`src/rtl/rv32im_br_unit.sv`:
```
// ----------------------------------------------------------------------------
// rv32im_br_unit
//
// Branch/jump resolution for the RV32IM execute stage. The unit combines the
// ALU comparison flags with the branch funct3 code to decide whether the
// current instruction redirects fetch. It then registers the computed target,
// the taken flag and the next PC for the fetch unit.
//
// Timing: there is no handshake. Every rising clk_i edge samples the inputs
// and evaluates a new branch, so the outputs always reflect the inputs from
// the previous edge. rst_i is synchronous, active high, and overrides any
// input.
//
// Ports:
//   clk_i             clock; all state updates on the rising edge
//   rst_i             synchronous active-high reset
//   alu_zero_i        rs1 - rs2 == 0
//   alu_borrow_i      borrow out of rs1 - rs2 (rs1 < rs2 unsigned)
//   br_en_i           current instruction is a branch or jump
//   br_conditional_i  1 = B-type branch, 0 = JAL/JALR
//   exu_calc_addr     rs1 - rs2 for branches, jump target for JAL/JALR
//   br_opcode_i       funct3 branch code
//   curr_pc_i         PC of the current instruction
//   imm_i             sign-extended immediate
//   br_pc_o           registered computed target address
//   nxt_pc_o          registered next PC (target if taken, else curr_pc + 4)
//   br_taken_o        registered taken flag
// ----------------------------------------------------------------------------
module rv32im_br_unit #(
    parameter int unsigned              ADDR_WIDTH = 32,
    parameter int unsigned              DATA_WIDTH = 32,
    parameter logic [ADDR_WIDTH-1:0]    RESET_PC   = '0
) (
    input  logic                  clk_i,
    input  logic                  rst_i,
    input  logic                  alu_zero_i,
    input  logic                  alu_borrow_i,
    input  logic                  br_en_i,
    input  logic                  br_conditional_i,
    input  logic [ADDR_WIDTH-1:0] exu_calc_addr,
    input  logic [2:0]            br_opcode_i,
    input  logic [ADDR_WIDTH-1:0] curr_pc_i,
    input  logic [DATA_WIDTH-1:0] imm_i,
    output logic [ADDR_WIDTH-1:0] br_pc_o,
    output logic [ADDR_WIDTH-1:0] nxt_pc_o,
    output logic                  br_taken_o
);

    // funct3 branch encodings; 010 and 011 are reserved and never taken.
    localparam logic [2:0] F3_BEQ  = 3'b000;
    localparam logic [2:0] F3_BNE  = 3'b001;
    localparam logic [2:0] F3_BLT  = 3'b100;
    localparam logic [2:0] F3_BGE  = 3'b101;
    localparam logic [2:0] F3_BLTU = 3'b110;
    localparam logic [2:0] F3_BGEU = 3'b111;

    logic                  lt_s;
    logic                  cond_ok;
    logic                  taken;
    logic [ADDR_WIDTH-1:0] imm_addr;
    logic [ADDR_WIDTH-1:0] target;
    logic [ADDR_WIDTH-1:0] fall_through;

    logic [ADDR_WIDTH-1:0] br_pc_q,    br_pc_d;
    logic [ADDR_WIDTH-1:0] nxt_pc_q,   nxt_pc_d;
    logic                  br_taken_q, br_taken_d;

    // Signed less-than is the sign of the raw difference; subtraction
    // overflow is deliberately not corrected.
    assign lt_s     = exu_calc_addr[ADDR_WIDTH-1];
    assign imm_addr = ADDR_WIDTH'(imm_i);

    always_comb begin
        cond_ok = 1'b0;
        case (br_opcode_i)
            F3_BEQ:  cond_ok = alu_zero_i;
            F3_BNE:  cond_ok = !alu_zero_i;
            F3_BLT:  cond_ok = lt_s && !alu_zero_i;
            F3_BGE:  cond_ok = !lt_s || alu_zero_i;
            F3_BLTU: cond_ok = alu_borrow_i && !alu_zero_i;
            F3_BGEU: cond_ok = !alu_borrow_i || alu_zero_i;
            default: cond_ok = 1'b0;
        endcase
    end

    // The mux form keeps an unknown funct3 from leaking into the result of
    // an unconditional jump.
    always_comb begin
        taken = 1'b0;
        if (br_en_i) begin
            taken = br_conditional_i ? cond_ok : 1'b1;
        end
    end

    // Targets are not alignment-checked; JAL/JALR only clear bit 0.
    always_comb begin
        target = {exu_calc_addr[ADDR_WIDTH-1:1], 1'b0};
        if (br_conditional_i) begin
            target = curr_pc_i + imm_addr;
        end
    end

    assign fall_through = curr_pc_i + ADDR_WIDTH'(4);

    always_comb begin
        br_pc_d    = target;
        br_taken_d = taken;
        nxt_pc_d   = taken ? target : fall_through;
    end

    always_ff @(posedge clk_i) begin
        if (rst_i) begin
            br_pc_q    <= '0;
            nxt_pc_q   <= RESET_PC;
            br_taken_q <= 1'b0;
        end else begin
            br_pc_q    <= br_pc_d;
            nxt_pc_q   <= nxt_pc_d;
            br_taken_q <= br_taken_d;
        end
    end

    assign br_pc_o    = br_pc_q;
    assign nxt_pc_o   = nxt_pc_q;
    assign br_taken_o = br_taken_q;

endmodule

```
`config.mk`:
```
export PLATFORM = sky130hd
export DESIGN_NAME = rv32im_br_unit
export DESIGN_NICKNAME = d
export VERILOG_FILES = /design/src/rtl/rv32im_br_unit.sv
export SDC_FILE = /design/constraint.sdc
export NUM_CORES = 1
export LEC_CHECK = 0
export BUFFER_PORTS_ARGS = -buffer_cell sky130_fd_sc_hd__buf_2
export CAP_MARGIN = 20
export CORE_ASPECT_RATIO = 0.75
export CORE_UTILIZATION = 45
export CTS_CLUSTER_DIAMETER = 60
export DETAILED_ROUTE_END_ITERATION = 8
export GPL_TIMING_DRIVEN = 0
export PLACE_DENSITY = 0.72
export SLEW_MARGIN = 20
export SYNTH_ARGS = -nofsm -noshare
export SYNTH_HDL_FRONTEND = slang
export SYNTH_SLANG_ARGS = --single-unit
```
`constraint.sdc`:
```
create_clock -name clk_i -period 3.13 [get_ports clk_i]
set_input_delay 0.1565 -clock clk_i [delete_from_list [all_inputs] [get_ports clk_i]]
set_output_delay 0.1565 -clock clk_i [all_outputs]
set_load 0.005 [all_outputs]
```
# Word-level counts from Yosys, hierarchy flattened
# Cells that the tools add are included.
# totals
input_bits	105
wordCells	23
output_inout_bits	65
reg_bits	65
# classes
n_reduce_logical	8
mux	5
add_sub_neg	2
n_eq_ne	5
# op_table
op	n
2-to-1 mux 32 bit	2
adder 32 x 3 -> 32 bit, second input constant	1
adder 32 bit	1
equality test 3 bit, second input constant	4
case mux 1 bit (6 select lines)	1
equality test 3 x 1 -> 1 bit, second input constant	1
zero test 1 bit	3
zero test 3 bit	1
logical AND 1 bit	2
logical OR 1 bit	2
2-to-1 mux 1 bit	2

# Longest topological paths before layout
# depth
ltp_word	6
depth_mapped	10
ltp_nobuf	10

# Worst setup path before layout
# No wires, ideal clock.
# synth_path
path_type	in2reg
startpoint	in curr_pc_i[0]
endpoint	reg nxt_pc_q[24] (netlist: nxt_pc_o[24])
n_path_buf	0
required_ps	3027
setup_time_ps	103
t_arrival_ps	2682
path_stages	10
slack_ps	344
path_cell_list	ha_1 -> fa_1 -> a21o_1 -> a2111oi_4 -> o21a_4 -> o21bai_4 -> a41o_4 -> a311oi_4 -> xor2_1 -> a2111oi_2
# synth_between
elab_chain_cells	3
word_cells_on_any_way	4
cone_classes	add/sub (2); mux (2)
# synth_lines
element	line_no	text
start: declaration	42	input logic [ADDR_WIDTH-1:0] curr_pc_i,
adder 32 bit	99	target = curr_pc_i + imm_addr;
2-to-1 mux 32 bit	98	if (br_conditional_i) begin
2-to-1 mux 32 bit (*)	108	nxt_pc_d = taken ? target : fall_through;
end signal: assignment	118	nxt_pc_q <= nxt_pc_d;
end: declaration	65	logic [ADDR_WIDTH-1:0] nxt_pc_q, nxt_pc_d;
# Every way passes the cells marked *; elsewhere a longest branch is shown, timed or not.
# A chain may end at the register's enable or synchronous reset.

# Worst setup path in the final report
# layout_path
startpoint	in curr_pc_i[0]
endpoint	reg nxt_pc_q[26] (netlist: nxt_pc_o[26])
# Same word-level chain as after synthesis.

==> impl_metrics.tcl <==
set metrics [dict create \
    worstSetupEndpointType "flip-flop" \
    fin_crit_ns 2.921 \
    synth_edf_count 0 \
    hold_path.class "in -> reg" \
    ir_worst_vdd_uv 209.1 \
    synthCells 593 \
    cp-startpoint "curr_pc_i[0]" \
    numCtsBuffers 9 \
    root_buffer "clkbuf_16" \
    avgViaCountPerCell 5.640 \
    relSlewSlack 0.3779 \
    wl_um 16180 \
    cts_tree "done" \
    fin_setup_tns_ns 0 \
    drt.antenna.violating_nets 0 \
    rsz0062_at_grt "no" \
    yosysTopAreaCell "dfxtp_1" \
    finalNetCount 910 \
    cts_sinks 65 \
    rows 32 \
    post_cts_buffers 0 \
    power.switching_uw 878.2 \
    die_h_um 90.82 \
    drv_slew 0 \
    grt_max_degree 11 \
    drv_cap 0 \
    finish.instance_area_mm2 0.006056 \
    swShare 0.3110 \
    place_hpwl_um 13140 \
    drc 0 \
    initial_utilization 0.4618 \
    yosys_warnings 0 \
    timing.critical_path.required_ns 3.38 \
    drive_gt1_frac 0.2594 \
    grt_pass1_wl_um 24760 \
    avgRoutedWirePerCell_um 17.76 \
    seqPwrFrac 0.332 \
    antenna_found_initial 0 \
    grt_pass1_vias 4705 \
    synth_seq_cells 65 \
    synth_top_area_frac 0.2749 \
    ys_async_sr_fraction 0 \
    seq_area_frac_synth 0.2749 \
    ys_types 60 \
    drt-initial-drc-count 439 \
    critPathLaunchType "input pin" \
    worst_pin_slew_ns 0.9332 \
    grt_overflow 0 \
    antenna_cells 0 \
    first_pass_iters 5 \
    vias 5138 \
    max_freq_mhz 342.4 \
    path_clk_slew_ns 0.06 \
    syn2layout_area_growth_pct 27.94 \
    coreArea_mm2 0.01025 \
    criticalPathCategory "in -> reg" \
    place_congestion 0.9385 \
    power.total_mw 2.824 \
    synthFlopType "dfxtp_1" \
    grt_usage 0.2959 \
    comb_power_share 0.307 \
    h-tree-depth 3 \
    die_x_um 120.4 \
    status "finished, final reports clean" \
    die-area_mm2 0.01094 \
    final_core_util 0.5908 \
    setup_violations 0 \
    avgSynthCellArea_um2 7.982 \
    yosys-top-cells-area "dfxtp_1, ha_1, xnor2_1" \
    power_frac_clock 0.362 \
    io_pins 170 \
    leakage_nw 2.866 \
    endpoint "nxt_pc_o[26]" \
    intPower_mw 1.946 \
    holdBufCountCts 0 \
    hold_viol 0 \
    port-buffer-count 168 \
    fillers 952 \
    place_area_mm2 0.005744 \
    period_share 0.9331 \
    synth_nets 731 \
    mappedNetlistArea_mm2 0.004733 \
    cp.arrival_ns 3.17 \
    clock_path_buffers 2 \
    power_density_mw_per_mm2 466.4 \
    cp_max_fo 3 \
]
-- registers in the layout, indices dropped and copies added, names as in the netlist --
register / flops
br_pc_o: 32
br_taken_o: 1
nxt_pc_o: 32
-- synth_stat cells, drive strengths merged (2+ instances only) --
master and count:
inv 13, nor2b 3, a2111oi 5, a21oi 49, and4 4, xor2 14
nand4 10, a211oi 26, dfxtp 65, ha 32, a311oi 4, nor3b 3
and2 5, o21bai 5, nand4b 4, o21a 3, nand2b 10, a211o 2
xnor2 39, mux2 2, nor3 5, o22ai 3, buf 10, o311ai 3
a21o 22, clkbuf 25, nand2 50, o21ai 22, and3 10, nor2 82
nand3 20, mux2i 21, a41oi 2, a31oi 5
-- worst min path at each step --
stage | startpoint | endpoint | slack [ns] | cells after the start
5_1_grt | curr_pc_i[2] | nxt_pc_o[2] | 0.1 | 2
3_3_place_gp | curr_pc_i[2] | nxt_pc_o[2] | 0.42 | 2
3_5_place_dp | curr_pc_i[2] | nxt_pc_o[2] | 0.43 | 2
2_1_floorplan | rst_i | br_pc_o[2] | 0.24 | 1
6_report | exu_calc_addr[15] | br_pc_o[15] | 0.09 | 3
4_1_cts | curr_pc_i[2] | nxt_pc_o[2] | 0.09 | 2
-- cells in the final DEF, fill, tap and decap left out, types with 5 or more instances in the layout --
master / count
nand4_1: 10
buf_1: 6
o21ai_0: 18
nor2_1: 82
nand2b_1: 10
dfxtp_1: 65
ha_1: 32
buf_2: 172
inv_1: 13
nand2_1: 50
a211oi_1: 26
nor3_1: 5
xnor2_1: 39
xor2_1: 14
a21oi_1: 48
mux2i_1: 21
clkbuf_16: 9
and3_1: 10
nand3_1: 20
a31oi_1: 5
clkbuf_1: 25
a21o_1: 22
-- power by group through the flow --
stage               Sequential (mW)  Clock [mW]  Combinational, mW
finish                        0.937        1.02              0.866
global placement              0.951           0              0.839
CTS                           0.937        1.02              0.853
floorplan                     0.963           0              0.512
global route                  0.942        1.06              0.948
detailed placement            0.954           0              0.849
-- stage by stage --
step                      hold WS, ns  worst slack, ns  instances
final                         0.09343           0.2093        911
after global routing          0.09867          0.04915        911
after CTS                     0.08703           0.1701        911
after detailed placement       0.4254          -0.1470        897
after global placement         0.4157          -0.1295        897
after floorplan                0.2408           0.3445        593
-- critical path, stage by stage --
cell and delay [ns]:
buf_2 0.11, ha_1 0.25, fa_1 0.41, a21o_1 0.25, a2111oi_4 0.42, nor3_1 0.18, o311ai_2 0.35, a21oi_2 0.15
a31oi_1 0.25, mux2_2 0.40, a311oi_2 0.23
-- final cells by class --
cell class	instances	area [µm²]	share of cell area
tap	136	170.2	0.02810
clock buffer	12	266.5	0.04401
sequential	65	1301	0.2149
timing repair buffer	168	840.8	0.1388
clock inverter	2	37.54	0.006198
multi-input combinational	480	3254	0.5374
inverter	13	48.80	0.008058
buffer	35	136.4	0.02252
-- logic make-up after synthesis --
family / count (synthesis) / synth area share
mux: 23 / 0.04917
fa+ha+maj: 33 / 0.08882
simple gates: 210 / 0.2086
flops: 65 / 0.2749
buf+inv: 48 / 0.03912
compound gates: 161 / 0.2414
xor+xnor: 53 / 0.09807
-- what timing repair did --
item | 4_1_cts | 5_1_grt
setup endpoints to repair | 0 | 1
hold endpoints to repair | 0 | 0
resized for setup | 0 | 1
-- metal layers --
metal	global-route usage	share of wire	up-vias
li1	-	-	2485
met1	0.4357	0.48	2406
met2	0.4550	0.43	227
met3	0.03851	0.073	20
met4	0.06584	0.013	0
met5	0	0	-
Note: power is estimated with default switching activity, not from simulation.
